### config.mk
export PLATFORM = sky130hd
export DESIGN_NAME = div_sqrt_iter_core
export DESIGN_NICKNAME = d
export VERILOG_FILES = /design/src/rtl/div_sqrt_iter_pkg.sv /design/src/rtl/div_sqrt_iter_step.sv /design/src/rtl/div_sqrt_iter_core.sv
export SDC_FILE = /design/constraint.sdc
export NUM_CORES = 1
export LEC_CHECK = 0
export CAP_MARGIN = 20
export CORE_UTILIZATION = 50
export DETAILED_ROUTE_END_ITERATION = 10
export PLACE_DENSITY = 0.7
export SYNTH_ARGS = -nofsm -noshare
export SYNTH_HDL_FRONTEND = slang
export SYNTH_SLANG_ARGS = --single-unit
### constraint.sdc
create_clock -name Clk_CI -period 10.4 [get_ports Clk_CI]
set_input_delay 2.6 -clock Clk_CI [delete_from_list [all_inputs] [get_ports Clk_CI]]
set_output_delay 2.6 -clock Clk_CI [all_outputs]
set_load 0.005 [all_outputs]
### src/rtl/div_sqrt_iter_pkg.sv
// rtl/div_sqrt_iter_pkg.sv - shared types, defaults and width helpers for div_sqrt_iter_core
// Contents: FSM state enum, default parameter values, operand/result width functions.
package div_sqrt_iter_pkg;

    localparam int unsigned C_MANT_DEF = 23;
    localparam int unsigned C_ITER_DEF = 1;
    localparam int unsigned C_PC_DEF   = 5;

    typedef enum logic [1:0] {
        IDLE = 2'd0,
        RUN  = 2'd1,
        FIN  = 2'd2
    } state_e;

    // Operand/result width: hidden bit, one integer bit for the [1,4) radicand, C_MANT fraction bits.
    function automatic int unsigned calc_w(input int unsigned mant);
        return mant + 2;
    endfunction

    // Number of quotient/root digits produced by the recurrence.
    function automatic int unsigned calc_n(input int unsigned mant);
        return mant + 2;
    endfunction

endpackage

### src/rtl/div_sqrt_iter_step.sv
// rtl/div_sqrt_iter_step.sv - one combinational radix-2 non-restoring divide/sqrt step
// Ports: rem_i/rem_o partial remainder (W+2 bits, two's complement), root_i/root_o partial
// quotient/root, div_i divisor, rad_i next radicand bit pair, sqrt_i mode, prev_i previous
// digit (selects add or subtract), en_i step enable (disabled steps pass everything through),
// digit_o new digit.
module div_sqrt_iter_step
    import div_sqrt_iter_pkg::*;
#(
    parameter int unsigned W = calc_w(C_MANT_DEF)
) (
    input  logic [W+1:0] rem_i,
    input  logic [W-1:0] root_i,
    input  logic [W-1:0] div_i,
    input  logic [1:0]   rad_i,
    input  logic         sqrt_i,
    input  logic         prev_i,
    input  logic         en_i,
    output logic [W+1:0] rem_o,
    output logic [W-1:0] root_o,
    output logic         digit_o
);

    localparam int unsigned RW = W + 2;

    logic [RW-1:0] base;
    logic [RW-1:0] opnd;
    logic [RW-1:0] trial;

    always_comb begin
        base    = '0;
        opnd    = '0;
        trial   = '0;
        rem_o   = rem_i;
        root_o  = root_i;
        digit_o = prev_i;

        if (sqrt_i) begin
            // 4R + next radicand pair, against 4Q+1 (subtract) or 4Q+3 (add)
            base = {rem_i[RW-3:0], rad_i};
            opnd = {root_i, ~prev_i, 1'b1};
        end else begin
            base = rem_i;
            opnd = {2'b00, div_i};
        end

        trial = prev_i ? (base - opnd) : (base + opnd);

        if (en_i) begin
            digit_o = ~trial[RW-1];
            root_o  = {root_i[W-2:0], ~trial[RW-1]};
            // Division shifts after the add/sub; sqrt already shifted via 4R above.
            rem_o   = sqrt_i ? trial : {trial[RW-2:0], 1'b0};
        end
    end

endmodule

### src/rtl/div_sqrt_iter_core.sv
// rtl/div_sqrt_iter_core.sv - multi-cycle mantissa divide / square-root engine (radix-2 non-restoring)
// Ports: Clk_CI clock, Rst_RI async active-high reset, Div_start_SI / Sqrt_start_SI one-cycle
// starts (divide wins if both), Kill_SI abort, A_DI dividend/radicand, B_DI divisor,
// Ready_SO idle, Done_SO one-cycle result strobe, Result_DO truncated quotient/root,
// Sticky_SO final remainder nonzero.
// Optional: DIV_SQRT_PREC_CTL_EN adds Precision_ctl_SI (digits = P+1, 0 = full precision).
module div_sqrt_iter_core
    import div_sqrt_iter_pkg::*;
#(
    parameter int unsigned C_MANT           = C_MANT_DEF,
    parameter int unsigned C_ITER_PER_CYCLE = C_ITER_DEF,
    parameter int unsigned C_PC             = C_PC_DEF
) (
    input  logic              Clk_CI,
    input  logic              Rst_RI,
    input  logic              Div_start_SI,
    input  logic              Sqrt_start_SI,
    input  logic              Kill_SI,
`ifdef DIV_SQRT_PREC_CTL_EN
    input  logic [C_PC-1:0]   Precision_ctl_SI,
`endif
    input  logic [C_MANT+1:0] A_DI,
    input  logic [C_MANT+1:0] B_DI,
    output logic              Ready_SO,
    output logic              Done_SO,
    output logic [C_MANT+1:0] Result_DO,
    output logic              Sticky_SO
);

    localparam int unsigned W  = calc_w(C_MANT);
    localparam int unsigned N  = calc_n(C_MANT);
    localparam int unsigned RW = W + 2;
    localparam int unsigned CW = $clog2(N + 1);
    localparam int unsigned C  = C_ITER_PER_CYCLE;

    state_e        state_q, state_d;
    logic [RW-1:0] rem_q, rem_d;
    logic [W-1:0]  root_q, root_d;
    logic [W-1:0]  div_q, div_d;
    logic [W:0]    rad_q, rad_d;       // radicand bits still to be consumed, MSB pair first
    logic          dig_q, dig_d;
    logic          sqrt_q, sqrt_d;
    logic [CW-1:0] left_q, left_d;     // recurrence steps still to run
    logic [CW-1:0] shift_q, shift_d;   // result alignment when fewer than N digits are computed
    logic [W-1:0]  result_q, result_d;
    logic          sticky_q, sticky_d;

    logic [C_PC-1:0] prec;
    logic [CW-1:0]   iters;
    logic [RW-1:0]   rem_fix;
    logic [W-1:0]    res_fin;
    logic            sticky_fin;

`ifdef DIV_SQRT_PREC_CTL_EN
    assign prec = Precision_ctl_SI;
`else
    assign prec = '0;
`endif

    logic [RW-1:0] rem_c  [C+1];
    logic [W-1:0]  root_c [C+1];
    logic          dig_c  [C+1];

    assign rem_c[0]  = rem_q;
    assign root_c[0] = root_q;
    assign dig_c[0]  = dig_q;

    for (genvar k = 0; k < C; k++) begin : g_step
        // Steps beyond the remaining count (last cycle, N not a multiple of C) are masked.
        div_sqrt_iter_step #(.W(W)) u_step (
            .rem_i   (rem_c[k]),
            .root_i  (root_c[k]),
            .div_i   (div_q),
            .rad_i   (rad_q[W-2*k -: 2]),
            .sqrt_i  (sqrt_q),
            .prev_i  (dig_c[k]),
            .en_i    (left_q > CW'(k)),
            .rem_o   (rem_c[k+1]),
            .root_o  (root_c[k+1]),
            .digit_o (dig_c[k+1])
        );
    end

    always_comb begin
        iters = CW'(N);
        if (prec != '0 && (int'(prec) + 1) < int'(N)) begin
            iters = CW'(prec) + CW'(1);
        end

        // Negative final remainder: add back 2B (division, remainder kept doubled) or 2Q+1 (sqrt).
        rem_fix = rem_q;
        if (rem_q[RW-1]) begin
            rem_fix = rem_q + (sqrt_q ? {1'b0, root_q, 1'b1} : {1'b0, div_q, 1'b0});
        end
        sticky_fin = |rem_fix;
        res_fin    = root_q << shift_q;
    end

    always_comb begin
        state_d  = state_q;
        rem_d    = rem_q;
        root_d   = root_q;
        div_d    = div_q;
        rad_d    = rad_q;
        dig_d    = dig_q;
        sqrt_d   = sqrt_q;
        left_d   = left_q;
        shift_d  = shift_q;
        result_d = result_q;
        sticky_d = sticky_q;

        case (state_q)
            IDLE: begin
                if ((Div_start_SI || Sqrt_start_SI) && !Kill_SI) begin
                    state_d = RUN;
                    sqrt_d  = !Div_start_SI;
                    rem_d   = Div_start_SI ? {2'b00, A_DI} : '0;
                    root_d  = '0;
                    div_d   = B_DI;
                    rad_d   = {A_DI, 1'b0};
                    dig_d   = 1'b1;
                    left_d  = iters;
                    shift_d = CW'(N) - iters;
                end
            end
            RUN: begin
                if (Kill_SI) begin
                    state_d = IDLE;
                end else begin
                    rem_d  = rem_c[C];
                    root_d = root_c[C];
                    dig_d  = dig_c[C];
                    rad_d  = rad_q << (2 * C);
                    if (left_q > CW'(C)) begin
                        left_d = left_q - CW'(C);
                    end else begin
                        left_d  = '0;
                        state_d = FIN;
                    end
                end
            end
            FIN: begin
                state_d = IDLE;
                if (!Kill_SI) begin
                    result_d = res_fin;
                    sticky_d = sticky_fin;
                end
            end
            default: state_d = IDLE;
        endcase
    end

    always_ff @(posedge Clk_CI or posedge Rst_RI) begin
        if (Rst_RI) begin
            state_q  <= IDLE;
            rem_q    <= '0;
            root_q   <= '0;
            div_q    <= '0;
            rad_q    <= '0;
            dig_q    <= 1'b0;
            sqrt_q   <= 1'b0;
            left_q   <= '0;
            shift_q  <= '0;
            result_q <= '0;
            sticky_q <= 1'b0;
        end else begin
            state_q  <= state_d;
            rem_q    <= rem_d;
            root_q   <= root_d;
            div_q    <= div_d;
            rad_q    <= rad_d;
            dig_q    <= dig_d;
            sqrt_q   <= sqrt_d;
            left_q   <= left_d;
            shift_q  <= shift_d;
            result_q <= result_d;
            sticky_q <= sticky_d;
        end
    end

    // Results are presented in the FIN cycle itself and held in result_q afterwards.
    assign Ready_SO  = (state_q == IDLE);
    assign Done_SO   = (state_q == FIN) && !Kill_SI;
    assign Result_DO = Done_SO ? res_fin : result_q;
    assign Sticky_SO = Done_SO ? sticky_fin : sticky_q;

endmodule

# Yosys cells after proc, flatten, opt, wreduce, memory -nomap -nowiden
# Index checks and enable logic that the tools add are counted.
[word_totals]
input_bits = 55
reg_bits = 138
wordCells = 70
[op_classes]
n_mux = 32
n_bitwise = 3
reduce_logical = 13
add_sub_neg = 4
magnitude_cmp = 2
n_eq_ne = 6
[ops]
columns = ["op", "n"]
rows = [
  ["$mux 27", 8],
  ["$mux 25", 5],
  ["$mux 26", 3],
  ["$pmux 27 s2", 1],
  ["$pmux 26 s2", 1],
  ["$pmux 25 s2", 1],
  ["$add 27x26->27", 1],
  ["$add 27x27->27", 1],
  ["$reduce_or 27->1", 1],
  ["$sub 27x27->27", 1],
  ["$mux 5", 3],
  ["$gt 5x1->1 const B", 2],
  ["$pmux 5 s2", 1],
  ["$mux 2", 3],
  ["$reduce_and 2->1", 3],
  ["$sub 5x1->5 const B", 1],
  ["$mux 1", 4],
  ["$ne 2x1->1 const B", 2],
  ["$pmux 2 s2", 1],
  ["$reduce_and 4->1", 1],
  ["$ne 3x3->1 const B", 1],
  ["$not 1->1", 3],
  ["$reduce_and 3->1", 1],
  ["$eq 2x1->1 const B", 1],
  ["other kinds (8)", 10],
]

# Depth between registers and ports, before layout
[logic_depth]
word_depth = 8
mapped_depth = 23
mapped_depth_nobuf = 17

# Hierarchy
# A second synthesis with hierarchy kept.
[unflattened]
cells_unflattened = 1324
area_unflattened_um2 = 11073.1
[modules_own_cells]
columns = ["module", "seq_area_each_um2", "cells_each", "area_per_inst_um2", "n_inst"]
rows = [
  ["div_sqrt_iter_core", 3428.3, 844, 7576.0, 1],
  ["div_sqrt_iter_step", 0.0, 480, 3497.1, 1],
]

# Worst setup path before layout
# OpenSTA, ideal clock, no wires.
[synth_timing]
path_kind = "reg2out"
start = "register sqrt_q"
end = "output port Sticky_SO"
n_path_buf = 7
stages_incl_launch_ff = 18
t_arrival_ns = 4.350
path_slack_ns = 3.450
cell_sequence = "dfrtp_1 buf_6 buf_6 buf_6 clkbuf_1 buf_1 clkbuf_1 mux2_2 ha_1 buf_6 a211o_1 o311ai_4 a31oi_1 or3_1 a211oi_1 a21oi_1 o41ai_2 nand3_1"
[synth_between]
elab_chain_len = 5
[synth_lines]
columns = ["element", "line", "rtl"]
rows = [
  ["start: declaration", "div_sqrt_iter_core.sv:42", "logic sqrt_q, sqrt_d;"],
  ["start signal: assignment", "div_sqrt_iter_core.sv:173", "sqrt_q <= sqrt_d;"],
  ["$mux 26", "div_sqrt_iter_core.sv:93", "rem_fix = rem_q + (sqrt_q ? {1'b0, root_q, 1'b1} : {1'b0, div_q, 1'b0});"],
  ["$add 27x26->27", "div_sqrt_iter_core.sv:93", ""],
  ["$mux 27", "div_sqrt_iter_core.sv:92", "if (rem_q[RW-1]) begin"],
  ["$reduce_or 27->1", "div_sqrt_iter_core.sv:95", "sticky_fin = |rem_fix;"],
  ["$mux 1", "div_sqrt_iter_core.sv:185", "assign Sticky_SO = Done_SO ? sticky_fin : sticky_q;"],
  ["end: declaration", "div_sqrt_iter_core.sv:27", "output logic Sticky_SO"],
]
# Every way passes these cells.

# Final worst setup path
# Same ends and word-level chain as after synthesis.

==> run_results.csv <==
group,metric,value,unit
yosys,avgSynthCellArea,8.47,um2
yosys,synthDistinctLibCells,92,
yosys,synthArstFlopShare,100,%
placement,hpwl,21800,um
yosys,synth-seq-cells,137,
sta,finalHoldViolations,0,
worst_hold_path,holdPathEnd,"rad_q[14]$_DFFE_PP0P_",
critical_path,rr_startpoint,"sqrt_q$_DFFE_PP0P_",
yosys,ys_warn_count,0,
floorplanning,rows,53,
detailed_routing,wire_per_inst,19.0,um
sta,fin_hold_ws,0.476,ns
clock_network,root_buffer,"clkbuf_16",
detailed_routing,viasPerCell,6.04,
critical_path,slowest_stage,"dfrtp_4",
global_route,grt_pass1_vias,9179,
global_route,overflow,0,
critical_path,end_kind,"output port",
yosys,synthesis.area,10700,um2
critical_path,cp-start-kind,"flop",
floorplanning,io_pins,83,
critical_path,crit_required,7.80,ns
global_route,grt_max_degree,71,
sta,finClkSkew,0.0106,ns
worst_hold_path,hold_depth,2,
detailed_routing,drc,0,
critical_path,arrival,5.58,ns
power_and_ir_drop,cellPowerDensity,314,nW/um2
power_and_ir_drop,p_leak,0.00543,uW
placement,dp_cells,1561,
floorplanning,dieArea,22000,um2
sta,finalCritPeriodShare,78.7,%
yosys,synth_nets,1379,
detailed_routing,drtIter0Drc,703,
critical_path,reg2regPathDepth,15,
critical_path,timing.rr.end,"rem_q[26]$_DFFE_PP0P_",
finish,layout.nets,1419,
job,drv_cap,0,
yosys,synth_ff_type,"dfrtp_1",
yosys,synth_edf_count,0,
detailed_routing,drtAntennaViolNets,0,
floorplanning,die_w,148,um
clock_network,clockBufferDepth,2,
finish,fill_cells,1931,
sta,fmax,122,MHz
sta,tns,0,ns
yosys,yosysSeqAreaShare,32.0,%
placement,place.gp.congestion,0.936,
clock_network,cts_tree,"built",
power_and_ir_drop,finalPower,3840,uW
clock_network,numCtsBuffers,17,
yosys,syn_inst,1265,
critical_path,crit_path_cell_trace,"buf_4 -> inv_1 -> nand2_1 -> nand2_1 -> ha_1 -> a2111oi_0 -> o21ai_1 -> nand4_1 -> a211oi_1 -> mux2i_1 -> a211oi_1 -> a21oi_1 -> o41ai_2 -> nand3_1 -> clkdlybuf4s50_1",
outcome,status,"complete, no violations",
clock_network,clkSinkCount,137,
floorplanning,coreArea,21000,um2
finish,areaGrowthSynthToFinish,14.1,%
sta,worst_slew_margin_rel,21.1,%
clock_network,clkTransAtPathRegs,0.07,ns
critical_path,critical-path-max-stage-delay,0.77,ns
worst_hold_path,min-delay-path-class,"flop to flop",
global_route,grt_pass1_wl,48800,um
clock_network,clk_latency,0.44,ns
sta,rsz0062_at_grt,"false",
floorplanning,start_util,50.9,%
sta,tightest_slew,1.18,ns
worst_hold_path,worstHoldStart,"rad_q[14]$_DFFE_PP0P_",
floorplanning,fp.dieH,148,um
global_route,grt_usage,28.3,%
critical_path,cp_max_fo,42,
sta,finalMaxSlewViolations,0,
global_route,grt_antenna_before_repair,0,
detailed_routing,drt-total-wl,30300,um
finish,n_antenna_cell,0,
sta,period_minus_slack,8.18,ns
finish,drive_gt1_share,12.1,%
detailed_routing,num_vias,9617,
critical_path,crit_type,"flop to output port",
sta,setup_violations,0,
power_and_ir_drop,peakVddDrop,0.162,mV
placement,io_buffers,82,
finish,final_cells,1593,
clock_network,hold_buffers,0,
detailed_routing,firstDrtPassIters,7,
clock_network,cts-resized-gates,0,
clock_network,cts-htree-levels,4,
clock_network,cts_setup_buffers,0,
critical_path,rrSetupSlack,4.84,ns
==> cells in the final DEF, fill, tap and decap left out, types with 19 or more instances in the layout <==
cell type | synthesis | final
a21oi_1 | 67 | 67
a22oi_1 | 22 | 22
a31oi_1 | 24 | 23
clkdlybuf4s50_1 | 0 | 82
dfrtp_1 | 137 | 136
ha_1 | 57 | 57
inv_1 | 20 | 19
mux2_2 | 73 | 73
mux2i_1 | 35 | 35
nand2_1 | 237 | 237
nand3_1 | 62 | 62
nor2_1 | 85 | 84
nor3_1 | 31 | 31
o21ai_0 | 56 | 56
xnor2_1 | 26 | 26
xor2_1 | 25 | 25
==> cell families after synthesis <==
kind of cell,after synthesis,synth area share [%]
AO/OA/AOI/OAI,303,19.4
buffers and inverters,95,4.10
XOR/XNOR,51,4.17
AND/OR/NAND/NOR,510,22.1
multiplexers,110,11.2
adder cells (fa/ha/maj),59,7.03
flip-flops,137,32.0
==> cells in the mapped netlist (all sizes together) (4+ instances only) <==
cell type  number  area (um2)
xnor2          26         228
o211ai          8        60.1
nor2b           8        52.6
nor3b          11        87.6
o311ai          5        68.8
o31ai           7        52.6
a2bb2oi         4        41.3
buf            21         131
nor4b           5        56.3
nand2         237         890
mux2           73         822
o21a           12        90.1
nor4           16         121
nor2           86         325
or3            11        68.8
a22oi          22         165
and2            6        37.5
nand4           7        43.8
xor2           25         219
clkbuf         53         229
inv            20        75.1
nand2b          6        37.5
a21oi          68         344
and3            8        50.1
a21o           21         161
nand3          63         320
ha             57         713
nor3           32         165
a31oi          24         150
a221oi          9        78.8
o21bai          4        30.0
dfrtp         137        3430
o21ai          61         309
a2111oi         4        41.3
mux2i          37         378
a211oi         17         138
==> metal layers <==
layer | GRT usage (%) | vias to the layer above | share of wire [%]
li1 | - | 4667 | -
met1 | 37.6 | 4651 | 45
met2 | 47.7 | 251 | 48
met3 | 3.99 | 48 | 4.2
met4 | 8.71 | 0 | 2.4
met5 | 0 | - | 0
==> flip-flops by register name (all words and copies together), names as in the netlist <==
| register | cells |
|---|---|
| dig_q | 1 |
| div_q | 25 |
| left_q | 5 |
| rad_q | 25 |
| rem_q | 27 |
| result_q | 25 |
| root_q | 25 |
| sqrt_q | 1 |
| state_q | 2 |
| sticky_q | 1 |
==> worst max path at each step <==
| stage | startpoint | endpoint | slack (ns) | depth (start not counted) |
|---|---|---|---|---|
| finish | sqrt_q$_DFFE_PP0P_ | Sticky_SO | 2.22 | 15 |
| global route | sqrt_q$_DFFE_PP0P_ | Sticky_SO | 1.89 | 15 |
| CTS | sqrt_q$_DFFE_PP0P_ | Sticky_SO | 2.35 | 15 |
| detailed placement | Kill_SI | Sticky_SO | 2.43 | 10 |
| global placement | Kill_SI | Sticky_SO | 2.49 | 10 |
| floorplan | sqrt_q$_DFFE_PP0P_ | Sticky_SO | 3.45 | 17 |
==> report_power, final <==
part           switching, uW  leakage (uW)  total, uW  internal [uW]
Clock                    276      0.000272        597            322
Combinational           1390       0.00340       2400           1010
Sequential               190       0.00175        840            650
Total                   1860       0.00543       3840           1980
==> area by class of cell <==
cell class / instances / area, um2 / share of cell area, %
multi-input cells: 1033 / 6870 / 56.2
flip-flops and latches: 137 / 3430 / 28.1
repair buffers: 95 / 918 / 7.52
clock buffers: 18 / 439 / 3.59
well taps: 275 / 344 / 2.82
clock inverters: 14 / 129 / 1.05
inverters: 21 / 83.8 / 0.686
==> critical path, delay by kind of cell (launching register included) <==
family,cells,cell delay [ns]
AO/OA/AOI/OAI,6,1.60
adder cells (fa/ha/maj),1,0.41
buffers and inverters,3,1.51
flip-flops,1,0.77
multiplexers,1,0.13
AND/OR/NAND/NOR,4,0.68
==> metrics by stage <==
step / instance area, um2 / utilization [%] / worst slack [ns]
floorplan: 10700 / - / 3.45
global placement: 11600 / 55.4 / 2.49
detailed placement: 11600 / 55.4 / 2.43
CTS: 12200 / 58.1 / 2.35
global route: 12200 / 58.1 / 1.89
finish: 12200 / 58.1 / 2.22
No activity file was read; power rests on OpenSTA's default activity.
==> RTL change: new RTL, config.mk and constraints unchanged <==
`C_MANT_DEF`: 23 -> 46.
--- a/src/rtl/div_sqrt_iter_pkg.sv
+++ b/src/rtl/div_sqrt_iter_pkg.sv
@@ -4,3 +4,3 @@
 
-    localparam int unsigned C_MANT_DEF = 23;
+    localparam int unsigned C_MANT_DEF = 46;
     localparam int unsigned C_ITER_DEF = 1;
Ports: changed (resized A_DI, B_DI and Result_DO); port bits go from 83 to 152. The function was not compared with the original's and may differ.
==> RTL change against the original RTL <==
Routed wire length is 120% higher; highest routed layer is now met5; area after synthesis rose by 84%; clock power increased by 81%; cell area up 85%; clock skew increased by 13 ps; power is 91% higher; sequential cell count grew 116; critical endpoint unchanged; combinational power increased by 95%; worst setup slack got worse by 840 ps.
==> RTL change: results <==
set metrics [dict create \
    reg2reg_depth 24 \
    wl_per_cell_um 22.5 \
    swShare_pct 49.7 \
    syn_nets 2513 \
    power_leakage_nw 10.1 \
    status "completed" \
    cp.arrival_ps 6420 \
    cts_root_buf "clkbuf_16" \
    critPathMaxFanout 63 \
    vdd_drop_max_v 0.000160 \
    hpwl_um 48700 \
    max_freq_ghz 0.111 \
    min_path_type "reg -> reg" \
    cp-end-kind "primary output" \
    antenna_found_initial 1 \
    synthTopCellsByCount "nand2_1 (351), dfrtp_1 (253), mux2_2 (186)" \
    clk_latency_ps 590 \
    drive_gt1_share_pct 11.8 \
    reg2reg_to "rem_q[46]$_DFFE_PP0P_" \
    placedCellCount 2865 \
    tightest_slew_ps 976 \
    slowest_stage "dfrtp_4" \
    io_buffers 151 \
    postCtsSetupRepairBufs 0 \
    yosysSeqAreaShare_pct 32.2 \
    dpl_worst_slack_ps 2010 \
    grt_pass1_vias 17600 \
    cts_buffer_depth 3 \
    crit_path_end "Sticky_SO" \
    yosysUniqueCellTypes 80 \
    wl_um 65700 \
    htree_levels 1 \
    track_usage_pct 32.2 \
    n_antenna_cell 0 \
    skew_ps 23.2 \
    placedInstanceArea_um2 21600 \
    synthTopCellsByArea "dfrtp_1 (32%), mux2_2 (11%), nand2_1 (6.7%)" \
    slowest_delay_ps 940 \
    p_sw_mw 3.64 \
    grt_pass1_wl_um 103000 \
    regToRegSetupSlack_ps 2990 \
    syn-mean-instance-area_um2 8.52 \
    grt_max_degree 153 \
    gp_congestion 0.968 \
    initialDrtViolationCount 1732 \
    drt-vias-per-instance 6.26 \
    multi_input_area_um2 12700 \
    largest_reg_flops 50 \
    path_delay_family "simple AND/OR/NAND/NOR gates" \
    top_register "rem_q" \
    fillers 3496 \
    cts_buffers 29 \
    dr.pass1.iters 6 \
    rows 72 \
    clkPwrFrac_pct 14.8 \
    comb_power_share_pct 63.7 \
    final_nets 2582 \
    cts_resized 0 \
]
==> RTL change: metal layers <==
layer  GRT usage (%)  routed length, um  up-vias
met1            47.5              31200     9019
met5               0                 18        -
met3            3.68               3550       75
li1                -                  -     8583
met4            6.43               1180        2
met2            51.0              29800      590
==> RTL change: kinds of logic (layout without fill, tap and decap cells) <==
group / after synthesis / in the layout / synth area share (%)
AOI/OAI and AO/OA: 606 / 606 / 20.1
adders and majority gates: 103 / 103 / 6.63
xor gates and xnor gates: 116 / 116 / 5.16
muxes: 241 / 241 / 13.5
DFF: 253 / 253 / 32.2
buffers and inverters: 176 / 267 / 3.48
and+or+nand+nor: 814 / 814 / 19.0
==> RTL change: how the worst min path moves through the flow <==
| stage | from | end | slack (ps) | depth (start not counted) |
|---|---|---|---|---|
| 2_1_floorplan | rad_q[48]$_DFFE_PP0P_ | rad_q[48]$_DFFE_PP0P_ | 440 | 2 |
| 3_3_place_gp | rad_q[46]$_DFFE_PP0P_ | rad_q[46]$_DFFE_PP0P_ | 460 | 2 |
| 3_5_place_dp | rad_q[37]$_DFFE_PP0P_ | rad_q[37]$_DFFE_PP0P_ | 460 | 2 |
| 4_1_cts | rad_q[38]$_DFFE_PP0P_ | rad_q[38]$_DFFE_PP0P_ | 480 | 2 |
| 5_1_grt | rad_q[39]$_DFFE_PP0P_ | rad_q[39]$_DFFE_PP0P_ | 500 | 2 |
| 6_report | rad_q[6]$_DFFE_PP0P_ | rad_q[6]$_DFFE_PP0P_ | 480 | 2 |
==> RTL change: cell type report <==
class / instances / share of cell area, %
timing repair buffer: 171 / 7.48
clock buffer: 31 / 3.30
multi-input combinational: 1880 / 56.4
sequential: 253 / 28.1
tap: 518 / 2.87
clock inverter: 22 / 1.15
inverter: 43 / 0.749
